## src/rtl/common_types_pkg.sv

```systemverilog
// Shared types for the branch-predictor update path.
//   word_t           : 32-bit machine word
//   branch_pred_t    : 2-bit saturating counter encoding
//   btb_ctrl_state_t : update sequencer states
//   btb_upd_t        : one queued table write {index, taken, target}
// The index field is sized for the largest supported table (BTB_BITS <= BTB_IDX_W);
// users truncate it to their own table width.
package common_types_pkg;

   localparam int unsigned WORD_W    = 32;
   localparam int unsigned BTB_IDX_W = 16;

   typedef logic [WORD_W-1:0] word_t;

   typedef enum logic [1:0] {
      STRONG_NOT_TAKEN = 2'd0,
      WEAK_NOT_TAKEN   = 2'd1,
      WEAK_TAKEN       = 2'd2,
      STRONG_TAKEN     = 2'd3
   } branch_pred_t;

   typedef enum logic [1:0] {
      IDLE  = 2'd0,
      SWEEP = 2'd1,
      DONE  = 2'd2
   } btb_ctrl_state_t;

   typedef struct packed {
      logic [BTB_IDX_W-1:0] index;
      logic                 taken;
      word_t                target;
   } btb_upd_t;

   // Table index of a word-aligned PC: pc[bits+1:2], zero-extended.
   function automatic logic [BTB_IDX_W-1:0] pc_to_index(input word_t pc, input int unsigned bits);
      word_t mask;
      mask = (word_t'(1) << bits) - word_t'(1);
      return BTB_IDX_W'((pc >> 2) & mask);
   endfunction

endpackage

```

## src/rtl/btb_update_ctrl_if.sv

```systemverilog
// Bus between the update sequencer, the memory stage, fetch and the predictor write port.
//   master : the sequencer (drives upd_*, predict_en, inval_busy, q_ovf)
//   slave  : the surrounding pipeline / predictor (drives mem_*, inval_req, upd_ready)
interface btb_update_ctrl_if #(
   parameter int unsigned BTB_BITS = 8
);
   import common_types_pkg::*;

   logic                mem_branch;
   word_t               mem_pc;
   logic                mem_taken;
   word_t               mem_target_res;
   logic                inval_req;

   logic                upd_valid;
   logic                upd_ready;
   logic [BTB_BITS-1:0] upd_index;
   logic                upd_taken;
   word_t               upd_target;
   logic                upd_clear;

   logic                predict_en;
   logic                inval_busy;
   logic                q_ovf;

   modport master (
      input  mem_branch, mem_pc, mem_taken, mem_target_res, inval_req, upd_ready,
      output upd_valid, upd_index, upd_taken, upd_target, upd_clear,
             predict_en, inval_busy, q_ovf
   );

   modport slave (
      output mem_branch, mem_pc, mem_taken, mem_target_res, inval_req, upd_ready,
      input  upd_valid, upd_index, upd_taken, upd_target, upd_clear,
             predict_en, inval_busy, q_ovf
   );

endinterface

```

## src/rtl/btb_upd_fifo.sv

```systemverilog
// In-order FIFO of pending predictor updates.
//   clk, nrst    : clock, async active-low reset
//   flush_i      : discard all entries (wins over push/pop)
//   push_i/data_i: enqueue one entry
//   pop_i        : dequeue the head (caller guarantees non-empty)
//   full_o       : all DEPTH entries occupied
//   empty_nxt_o  : FIFO will be empty after this edge
//   head_nxt_o   : head entry after this edge (valid when !empty_nxt_o)
// Pointers carry one extra wrap bit to tell full from empty.
module btb_upd_fifo
   import common_types_pkg::*;
#(
   parameter int unsigned DEPTH = 4
) (
   input  logic     clk,
   input  logic     nrst,
   input  logic     flush_i,
   input  logic     push_i,
   input  logic     pop_i,
   input  btb_upd_t data_i,
   output logic     full_o,
   output logic     empty_nxt_o,
   output btb_upd_t head_nxt_o
);

   localparam int unsigned AW = (DEPTH > 1) ? $clog2(DEPTH) : 1;
   localparam int unsigned PW = AW + 1;

   btb_upd_t      mem_q [DEPTH];
   logic [PW-1:0] wr_ptr_q, wr_ptr_d;
   logic [PW-1:0] rd_ptr_q, rd_ptr_d;

   assign full_o = (wr_ptr_q[AW] != rd_ptr_q[AW]) &&
                   (wr_ptr_q[AW-1:0] == rd_ptr_q[AW-1:0]);

   // Pointer next-state
   always_comb begin
      wr_ptr_d = wr_ptr_q;
      rd_ptr_d = rd_ptr_q;
      if (flush_i) begin
         wr_ptr_d = '0;
         rd_ptr_d = '0;
      end else begin
         if (push_i) wr_ptr_d = wr_ptr_q + PW'(1);
         if (pop_i)  rd_ptr_d = rd_ptr_q + PW'(1);
      end
   end

   assign empty_nxt_o = (wr_ptr_d == rd_ptr_d);

   // Look-ahead head: an entry pushed into an (effectively) empty FIFO becomes head at once.
   always_comb begin
      head_nxt_o = mem_q[rd_ptr_d[AW-1:0]];
      if (push_i && (rd_ptr_d == wr_ptr_q)) head_nxt_o = data_i;
   end

   always_ff @(posedge clk or negedge nrst) begin
      if (!nrst) begin
         wr_ptr_q <= '0;
         rd_ptr_q <= '0;
      end else begin
         wr_ptr_q <= wr_ptr_d;
         rd_ptr_q <= rd_ptr_d;
      end
   end

   // Storage is datapath only; occupancy is tracked by the pointers.
   always_ff @(posedge clk) begin
      if (push_i && !flush_i) mem_q[wr_ptr_q[AW-1:0]] <= data_i;
   end

endmodule

```

## src/rtl/btb_update_ctrl.sv

```systemverilog
// Sequencer for the branch predictor's single write port (counter + target tables).
// Queues resolved-branch updates, runs a full-table invalidation sweep on request
// (sweep has priority), and gates fetch-side prediction while the tables are cleared.
//   clk, nrst : clock, async active-low reset
//   bus       : btb_update_ctrl_if.master (mem_* updates in, upd_* write port out,
//               inval_req in, predict_en / inval_busy / q_ovf status out)
// Parameters: BTB_BITS (log2 table entries, <= BTB_IDX_W), QUEUE_DEPTH (power of two, >= 2).
// Optional macro BTB_UPD_BYPASS_EN: an update arriving in IDLE with the FIFO empty is
// presented on the write port in the same cycle and skips the FIFO if accepted.
module btb_update_ctrl
   import common_types_pkg::*;
#(
   parameter int unsigned BTB_BITS    = 8,
   parameter int unsigned QUEUE_DEPTH = 4
) (
   input  logic clk,
   input  logic nrst,
   btb_update_ctrl_if.master bus
);

   localparam logic [1:0]          ST_IDLE  = 2'(IDLE);
   localparam logic [1:0]          ST_SWEEP = 2'(SWEEP);
   localparam logic [1:0]          ST_DONE  = 2'(DONE);
   localparam logic [BTB_BITS-1:0] IDX_LAST = '1;

   logic [1:0]          state_q, state_d;
   logic [BTB_BITS-1:0] idx_q, idx_d;

   logic                upd_valid_q, upd_valid_d;
   logic                upd_clear_q, upd_clear_d;
   logic [BTB_BITS-1:0] upd_index_q, upd_index_d;
   logic                upd_taken_q, upd_taken_d;
   word_t               upd_target_q, upd_target_d;
   logic                predict_en_q, predict_en_d;
   logic                inval_busy_q, inval_busy_d;
   logic                q_ovf_q, q_ovf_d;

   logic                in_idle;
   logic                upd_arrive;
   logic                byp_taken;
   logic                push, pop;
   logic                fifo_full, fifo_empty_nxt;
   btb_upd_t            new_upd, head_nxt;

   assign in_idle = (state_q == ST_IDLE);

   assign new_upd = '{index:  pc_to_index(bus.mem_pc, BTB_BITS),
                      taken:  bus.mem_taken,
                      target: bus.mem_target_res};

   // Updates are only accepted in IDLE and never alongside an invalidation.
   assign upd_arrive = in_idle && bus.mem_branch && !bus.inval_req;

   // In IDLE upd_valid_q tracks FIFO non-empty, so this is a head write accepted.
   assign pop  = in_idle && upd_valid_q && bus.upd_ready;
   assign push = upd_arrive && !byp_taken && (!fifo_full || pop);

   btb_upd_fifo #(
      .DEPTH (QUEUE_DEPTH)
   ) u_fifo (
      .clk         (clk),
      .nrst        (nrst),
      .flush_i     (bus.inval_req),
      .push_i      (push),
      .pop_i       (pop),
      .data_i      (new_upd),
      .full_o      (fifo_full),
      .empty_nxt_o (fifo_empty_nxt),
      .head_nxt_o  (head_nxt)
   );

   // State register
   always_ff @(posedge clk or negedge nrst) begin
      if (!nrst) begin
         state_q      <= ST_IDLE;
         idx_q        <= '0;
         upd_valid_q  <= 1'b0;
         upd_clear_q  <= 1'b0;
         upd_index_q  <= '0;
         upd_taken_q  <= 1'b0;
         upd_target_q <= '0;
         predict_en_q <= 1'b1;
         inval_busy_q <= 1'b0;
         q_ovf_q      <= 1'b0;
      end else begin
         state_q      <= state_d;
         idx_q        <= idx_d;
         upd_valid_q  <= upd_valid_d;
         upd_clear_q  <= upd_clear_d;
         upd_index_q  <= upd_index_d;
         upd_taken_q  <= upd_taken_d;
         upd_target_q <= upd_target_d;
         predict_en_q <= predict_en_d;
         inval_busy_q <= inval_busy_d;
         q_ovf_q      <= q_ovf_d;
      end
   end

   // Next state and next registered outputs
   always_comb begin
      state_d      = state_q;
      idx_d        = idx_q;
      upd_valid_d  = 1'b0;
      upd_clear_d  = 1'b0;
      upd_index_d  = '0;
      upd_taken_d  = 1'b0;
      upd_target_d = '0;

      case (state_q)
         ST_IDLE: ;
         ST_SWEEP: begin
            if (bus.upd_ready) begin
               if (idx_q == IDX_LAST) state_d = ST_DONE;
               else                   idx_d   = idx_q + BTB_BITS'(1);
            end
         end
         ST_DONE:  state_d = ST_IDLE;
         default:  state_d = ST_IDLE;
      endcase

      // Invalidation (re)starts the sweep from any state.
      if (bus.inval_req) begin
         state_d = ST_SWEEP;
         idx_d   = '0;
      end

      case (state_d)
         ST_SWEEP: begin
            upd_valid_d = 1'b1;
            upd_clear_d = 1'b1;
            upd_index_d = idx_d;
         end
         ST_IDLE: begin
            if (!fifo_empty_nxt) begin
               upd_valid_d  = 1'b1;
               upd_index_d  = BTB_BITS'(head_nxt.index);
               upd_taken_d  = head_nxt.taken;
               upd_target_d = head_nxt.target;
            end
         end
         default: ;
      endcase

      predict_en_d = (state_d == ST_IDLE);
      inval_busy_d = (state_d != ST_IDLE);
      q_ovf_d      = upd_arrive && fifo_full && !pop;
   end

`ifdef BTB_UPD_BYPASS_EN
   logic byp_hit;

   // FIFO empty in IDLE <=> no registered command pending.
   assign byp_hit   = upd_arrive && !upd_valid_q;
   assign byp_taken = byp_hit && bus.upd_ready;

   assign bus.upd_valid  = upd_valid_q | byp_hit;
   assign bus.upd_clear  = upd_clear_q;
   assign bus.upd_index  = byp_hit ? BTB_BITS'(new_upd.index) : upd_index_q;
   assign bus.upd_taken  = byp_hit ? new_upd.taken             : upd_taken_q;
   assign bus.upd_target = byp_hit ? new_upd.target            : upd_target_q;
`else
   assign byp_taken = 1'b0;

   assign bus.upd_valid  = upd_valid_q;
   assign bus.upd_clear  = upd_clear_q;
   assign bus.upd_index  = upd_index_q;
   assign bus.upd_taken  = upd_taken_q;
   assign bus.upd_target = upd_target_q;
`endif

   assign bus.predict_en = predict_en_q;
   assign bus.inval_busy = inval_busy_q;
   assign bus.q_ovf      = q_ovf_q;

endmodule
```

## src/flat_wrapper.sv

```systemverilog
// flat-port wrapper written by rule: the top's interface ports become plain ports
module btb_update_ctrl_flat import common_types_pkg::*;
#(
   parameter int unsigned BTB_BITS    = 8,
   parameter int unsigned QUEUE_DEPTH = 4
)
  (clk, nrst, bus_mem_branch, bus_mem_pc, bus_mem_taken, bus_mem_target_res, bus_inval_req, bus_upd_ready, bus_upd_valid, bus_upd_index, bus_upd_taken, bus_upd_target, bus_upd_clear, bus_predict_en, bus_inval_busy, bus_q_ovf);
  btb_update_ctrl_if #(.BTB_BITS(BTB_BITS)) bus_i ();
  input  logic clk;
  input  logic nrst;
  input wire logic [$bits(bus_i.mem_branch)-1:0] bus_mem_branch;
  input wire logic [$bits(bus_i.mem_pc)-1:0] bus_mem_pc;
  input wire logic [$bits(bus_i.mem_taken)-1:0] bus_mem_taken;
  input wire logic [$bits(bus_i.mem_target_res)-1:0] bus_mem_target_res;
  input wire logic [$bits(bus_i.inval_req)-1:0] bus_inval_req;
  input wire logic [$bits(bus_i.upd_ready)-1:0] bus_upd_ready;
  output wire logic [$bits(bus_i.upd_valid)-1:0] bus_upd_valid;
  output wire logic [$bits(bus_i.upd_index)-1:0] bus_upd_index;
  output wire logic [$bits(bus_i.upd_taken)-1:0] bus_upd_taken;
  output wire logic [$bits(bus_i.upd_target)-1:0] bus_upd_target;
  output wire logic [$bits(bus_i.upd_clear)-1:0] bus_upd_clear;
  output wire logic [$bits(bus_i.predict_en)-1:0] bus_predict_en;
  output wire logic [$bits(bus_i.inval_busy)-1:0] bus_inval_busy;
  output wire logic [$bits(bus_i.q_ovf)-1:0] bus_q_ovf;
  assign bus_i.mem_branch = bus_mem_branch;
  assign bus_i.mem_pc = bus_mem_pc;
  assign bus_i.mem_taken = bus_mem_taken;
  assign bus_i.mem_target_res = bus_mem_target_res;
  assign bus_i.inval_req = bus_inval_req;
  assign bus_i.upd_ready = bus_upd_ready;
  assign bus_upd_valid = bus_i.upd_valid;
  assign bus_upd_index = bus_i.upd_index;
  assign bus_upd_taken = bus_i.upd_taken;
  assign bus_upd_target = bus_i.upd_target;
  assign bus_upd_clear = bus_i.upd_clear;
  assign bus_predict_en = bus_i.predict_en;
  assign bus_inval_busy = bus_i.inval_busy;
  assign bus_q_ovf = bus_i.q_ovf;
  btb_update_ctrl #(.BTB_BITS(BTB_BITS), .QUEUE_DEPTH(QUEUE_DEPTH)) u_core (.clk(clk), .nrst(nrst), .bus(bus_i));
endmodule
```

## config.mk

```make
export PLATFORM = sky130hd
export DESIGN_NAME = btb_update_ctrl_flat
export DESIGN_NICKNAME = d
export VERILOG_FILES = /design/src/rtl/common_types_pkg.sv /design/src/rtl/btb_update_ctrl_if.sv /design/src/rtl/btb_upd_fifo.sv /design/src/rtl/btb_update_ctrl.sv /design/src/flat_wrapper.sv
export SDC_FILE = /design/constraint.sdc
export NUM_CORES = 1
export LEC_CHECK = 0
export ABC_AREA = 1
export CAP_MARGIN = 25
export CORE_MARGIN = 5
export CORE_UTILIZATION = 58
export CTS_BUF_LIST = sky130_fd_sc_hd__clkbuf_8
export DETAILED_ROUTE_END_ITERATION = 8
export PLACE_DENSITY = 0.92
export SYNTH_ARGS = -nofsm -noshare
export SYNTH_HDL_FRONTEND = slang
export SYNTH_SLANG_ARGS = --single-unit
```

## constraint.sdc

```tcl
create_clock -name clk -period 4.41 [get_ports clk]
set_clock_uncertainty 0.1 [all_clocks]
set_input_delay 1.323 -clock clk [delete_from_list [all_inputs] [get_ports clk]]
set_output_delay 1.323 -clock clk [all_outputs]
set_load 0.02 [all_outputs]
```

==> metrics.log <==
INFO  metric combinational_family_with_the_most_area_after_synthesis = simple AND/OR/NAND/NOR gates
INFO  metric slew-limit-headroom = 44.4%
INFO  metric synth_adder_area_share = 0.793%
INFO  metric run_status = finished, final reports clean
INFO  metric cts_setup_buffers = 0
INFO  metric synth_top_cell_area_share = 52.0%
INFO  metric cts.root.buffer_cell = clkbuf_8
INFO  metric avgViaCountPerCell = 5.49
INFO  metric cts_buffers = 35
INFO  metric route.final.wire_length = 20.4 mm
INFO  metric initial_utilization = 59.3%
INFO  metric grt_first_pass_wirelength = 32.8 mm
INFO  metric detailroute.via_count = 6583
INFO  metric final_period_minus_worst_setup_slack = 3580 ps
INFO  metric row_count = 46
INFO  metric timing.final.max_slew_violations = 0
INFO  metric syn-num-nets = 929
INFO  metric yosys_register_bits = 226
INFO  metric final-instance-count-excl-fill = 1198
INFO  metric drc_errors = 0
INFO  metric area_growth_syn_to_layout = 19.0%
INFO  metric setup.worst_path.start_class = primary input
INFO  metric p_leak = 0.00469 uW
INFO  metric post_cts_resize_count = 0
INFO  metric max_slew.worst_pin.slew = 833 ps
INFO  metric htree_num_levels = 2
INFO  metric postRouteAntennaNets = 0
INFO  metric grt_start_max_net_pins = 83
INFO  metric initial_antenna_violation_count = 0
INFO  metric synth-seq-area-share = 68.5%
INFO  metric max_cap_violations = 0
INFO  metric fp.dieH = 138 um
INFO  metric synth_top_cell_by_area = edfxtp_1
INFO  metric post_drt_wl_per_cell = 17.0 um
INFO  metric criticalPathCategory = in2reg
INFO  metric post_route_cells_drive_above_1_share = 12.4%
INFO  metric cellPowerDensity = 354 mW/mm2
INFO  metric maxClockFrequency = 0.279 GHz
INFO  metric cp_max_fo = 28
INFO  metric finalCritPeriodShare = 81.1%
INFO  metric synth_area_per_cell = 11.1 um2
INFO  metric buffer_ports.inserted = 91
INFO  metric drt_first_pass_iters = 5
INFO  metric worst_skew_pair.late_latency = 510 ps
INFO  metric synth_top_cells_by_area = edfxtp_1, dfrtp_1, nand2_1
INFO  metric rsz0062_at_grt = false
INFO  metric boundaryPins = 116
INFO  metric timing.setup.tns = 0 ps
INFO  metric cell_count_post_placement = 1137
INFO  metric syn-instance-count = 853
INFO  metric vdd_drop_max = 0.238 mV
INFO  metric layout_filler_cell_count = 1041
INFO  metric worstHoldPathType = reg2reg
INFO  metric fp.dieW = 138 um
INFO  metric nets = 1034
INFO  metric grt_usage = 22.2%
INFO  metric antennaDiodeCount = 0
INFO  metric dominantRegCellSynth = edfxtp_1
INFO  metric synth-compound-area-share = 4.39%
INFO  metric core-area = 0.0159 mm2
INFO  metric detailedRoute.firstIterationViolations = 648
INFO  metric setup_viol_count_final = 0
INFO  metric worstPathArrival = 3860 ps
INFO  metric crit_path_end_kind = register
INFO  metric post_synth_simple_gate_area = 21.7%
INFO  metric aggregate_global_routing_overflow = 0
INFO  metric fraction_of_registers_with_async_set_or_reset_after_synthesis = 27.4%
INFO  metric weighted_congestion_reported_at_the_end_of_routability_driven_placement = 0.878
INFO  metric synthesis.area = 0.00946 mm2
INFO  metric worst_ep_required_time = 4690 ps
INFO  metric clkSinkCount = 226
INFO  metric cts_tree = yes
INFO  metric dp.final_hpwl = 12.2 mm
INFO  metric finalPower = 3990 uW
INFO  metric yosys-mux-area-fraction = 0%
INFO  metric max-clock-path-buffers = 3
INFO  metric synthXorXnorAreaFrac = 0.185%
INFO  metric hold_viol = 0
INFO  metric clk_pin_slew = 50 ps
INFO  metric postCtsHoldBufs = 0
INFO  metric first_global_vias = 6751
INFO  metric warnings_synthesis = 0
INFO  metric dieArea = 0.0190 mm2
INFO  metric count_of_flip_flops_with_a_built_in_enable_after_synthesis = 164
INFO  metric postLayoutCoreUtil = 70.6%
INFO  metric synthDistinctLibCells = 37
==> sequential cells by signal, summed over array words and instances (netlist names) <==
| name | cells |
|---|---|
| u_core.bus.q_ovf | 1 |
| u_core.bus.upd_index | 8 |
| u_core.u_fifo.mem_q | 164 |
| u_core.bus.upd_clear | 1 |
| u_core.u_fifo.wr_ptr_q | 3 |
| u_core.bus.inval_busy | 1 |
| u_core.idx_q | 8 |
| u_core.bus.upd_target | 32 |
| u_core.state_q | 2 |
| u_core.bus.upd_valid | 1 |
| u_core.bus.predict_en | 1 |
| u_core.u_fifo.rd_ptr_q | 3 |
| u_core.bus.upd_taken | 1 |
==> synth_stat cells (3+ instances only) <==
library cell  instances
a21oi_1               5
buf_1                10
buf_2                13
buf_4                 5
buf_6                 4
clkbuf_1              7
dfrtp_1              61
edfxtp_1            164
ha_1                  6
inv_1                45
inv_2                 7
nand2_1             294
nand3_1              94
nand3_2               3
nand4_1               7
nor2_1               20
nor2_2               32
nor3_1                3
o211ai_1             16
o21ai_0              10
o21ai_1              27
==> final cells by class <==
cell class / count / area (um2) / area share [%]
Clock buffer: 41 / 564 / 5.01
Clock inverter: 20 / 81.3 / 0.722
Inverter: 52 / 195 / 1.73
Multi-Input combinational cell: 535 / 2600 / 23.1
Sequential cell: 226 / 6480 / 57.5
Tap cell: 216 / 270 / 2.40
Timing Repair Buffer: 108 / 1070 / 9.53
==> power by group <==
part | switching, uW | internal, uW
Sequential | 1.53 | 2290
Clock | 761 | 844
Combinational | 53.4 | 42.4
Total | 816 | 3170
==> stage by stage <==
step	area (um2)	setup slack, ps	hold slack [ps]
2_1_floorplan	9460	378	386
3_3_place_gp	10600	440	399
3_5_place_dp	10600	403	419
4_1_cts	11300	879	431
5_1_grt	11300	703	475
6_report	11300	832	432
==> cells by family after synthesis <==
group / count (synthesis)
and+or+nand+nor: 462
DFF: 226
buffers and inverters: 92
AOI/OAI and AO/OA: 65
adders and majority gates: 6
xor gates and xnor gates: 2
==> per-layer routing <==
layer	track usage (%)	routed length (um)
met2	37.5	10200
met4	11.9	772
met3	4.71	1560
met5	0	0
met1	26.9	7870
==> final timing paths <==
path | start | end | slack (ps) | cells past startpoint
max in group asynchronous | nrst | u_core.bus.upd_target[9] | 2830 | 1
max reg2reg | u_core.state_q[0] | u_core.bus.upd_target[11] | 1750 | 12
min reg2reg | u_core.idx_q[4] | u_core.idx_q[4] | 430 | 1
min in group asynchronous | nrst | u_core.bus.upd_target[24] | 800 | 1
min | u_core.idx_q[4] | u_core.idx_q[4] | 430 | 1
max | bus_inval_req | u_core.bus.upd_target[7] | 830 | 14
==> placed cells by master (no fill, tap or decap), types with 2 or more instances in the layout <==
cell type	synthesis	final
nand4_1	7	7
nor2_4	1	5
clkinv_2	0	5
nand2_1	294	294
inv_2	7	7
clkinv_1	0	2
nor3_1	3	3
o21ai_1	27	27
xor2_1	2	2
clkdlybuf4s50_1	0	90
nand2_8	2	2
nand3_1	94	93
nand2_4	2	2
buf_12	1	3
a21oi_4	2	2
inv_1	45	58
nor2_2	32	32
ha_1	6	6
a21oi_1	5	5
o21ai_0	10	10
buf_4	5	15
nand3_4	1	2
nand3_2	3	3
o211ai_1	16	16
nor2_1	20	16
clkbuf_8	0	41
edfxtp_1	164	164
dfrtp_1	61	61
==> worst max-delay path, stage by stage <==
cell	delay [ps]
clkdlybuf4s50_1	560
inv_2	300
nand2_1	160
nor2_4	240
nand2_8	120
nand2_1	110
nand2_1	60
nand3_1	80
nand2_1	80
inv_2	70
nand3_4	140
nand2_8	300
buf_4	240
nor2_2	40
(Power assumes the default switching activity.)
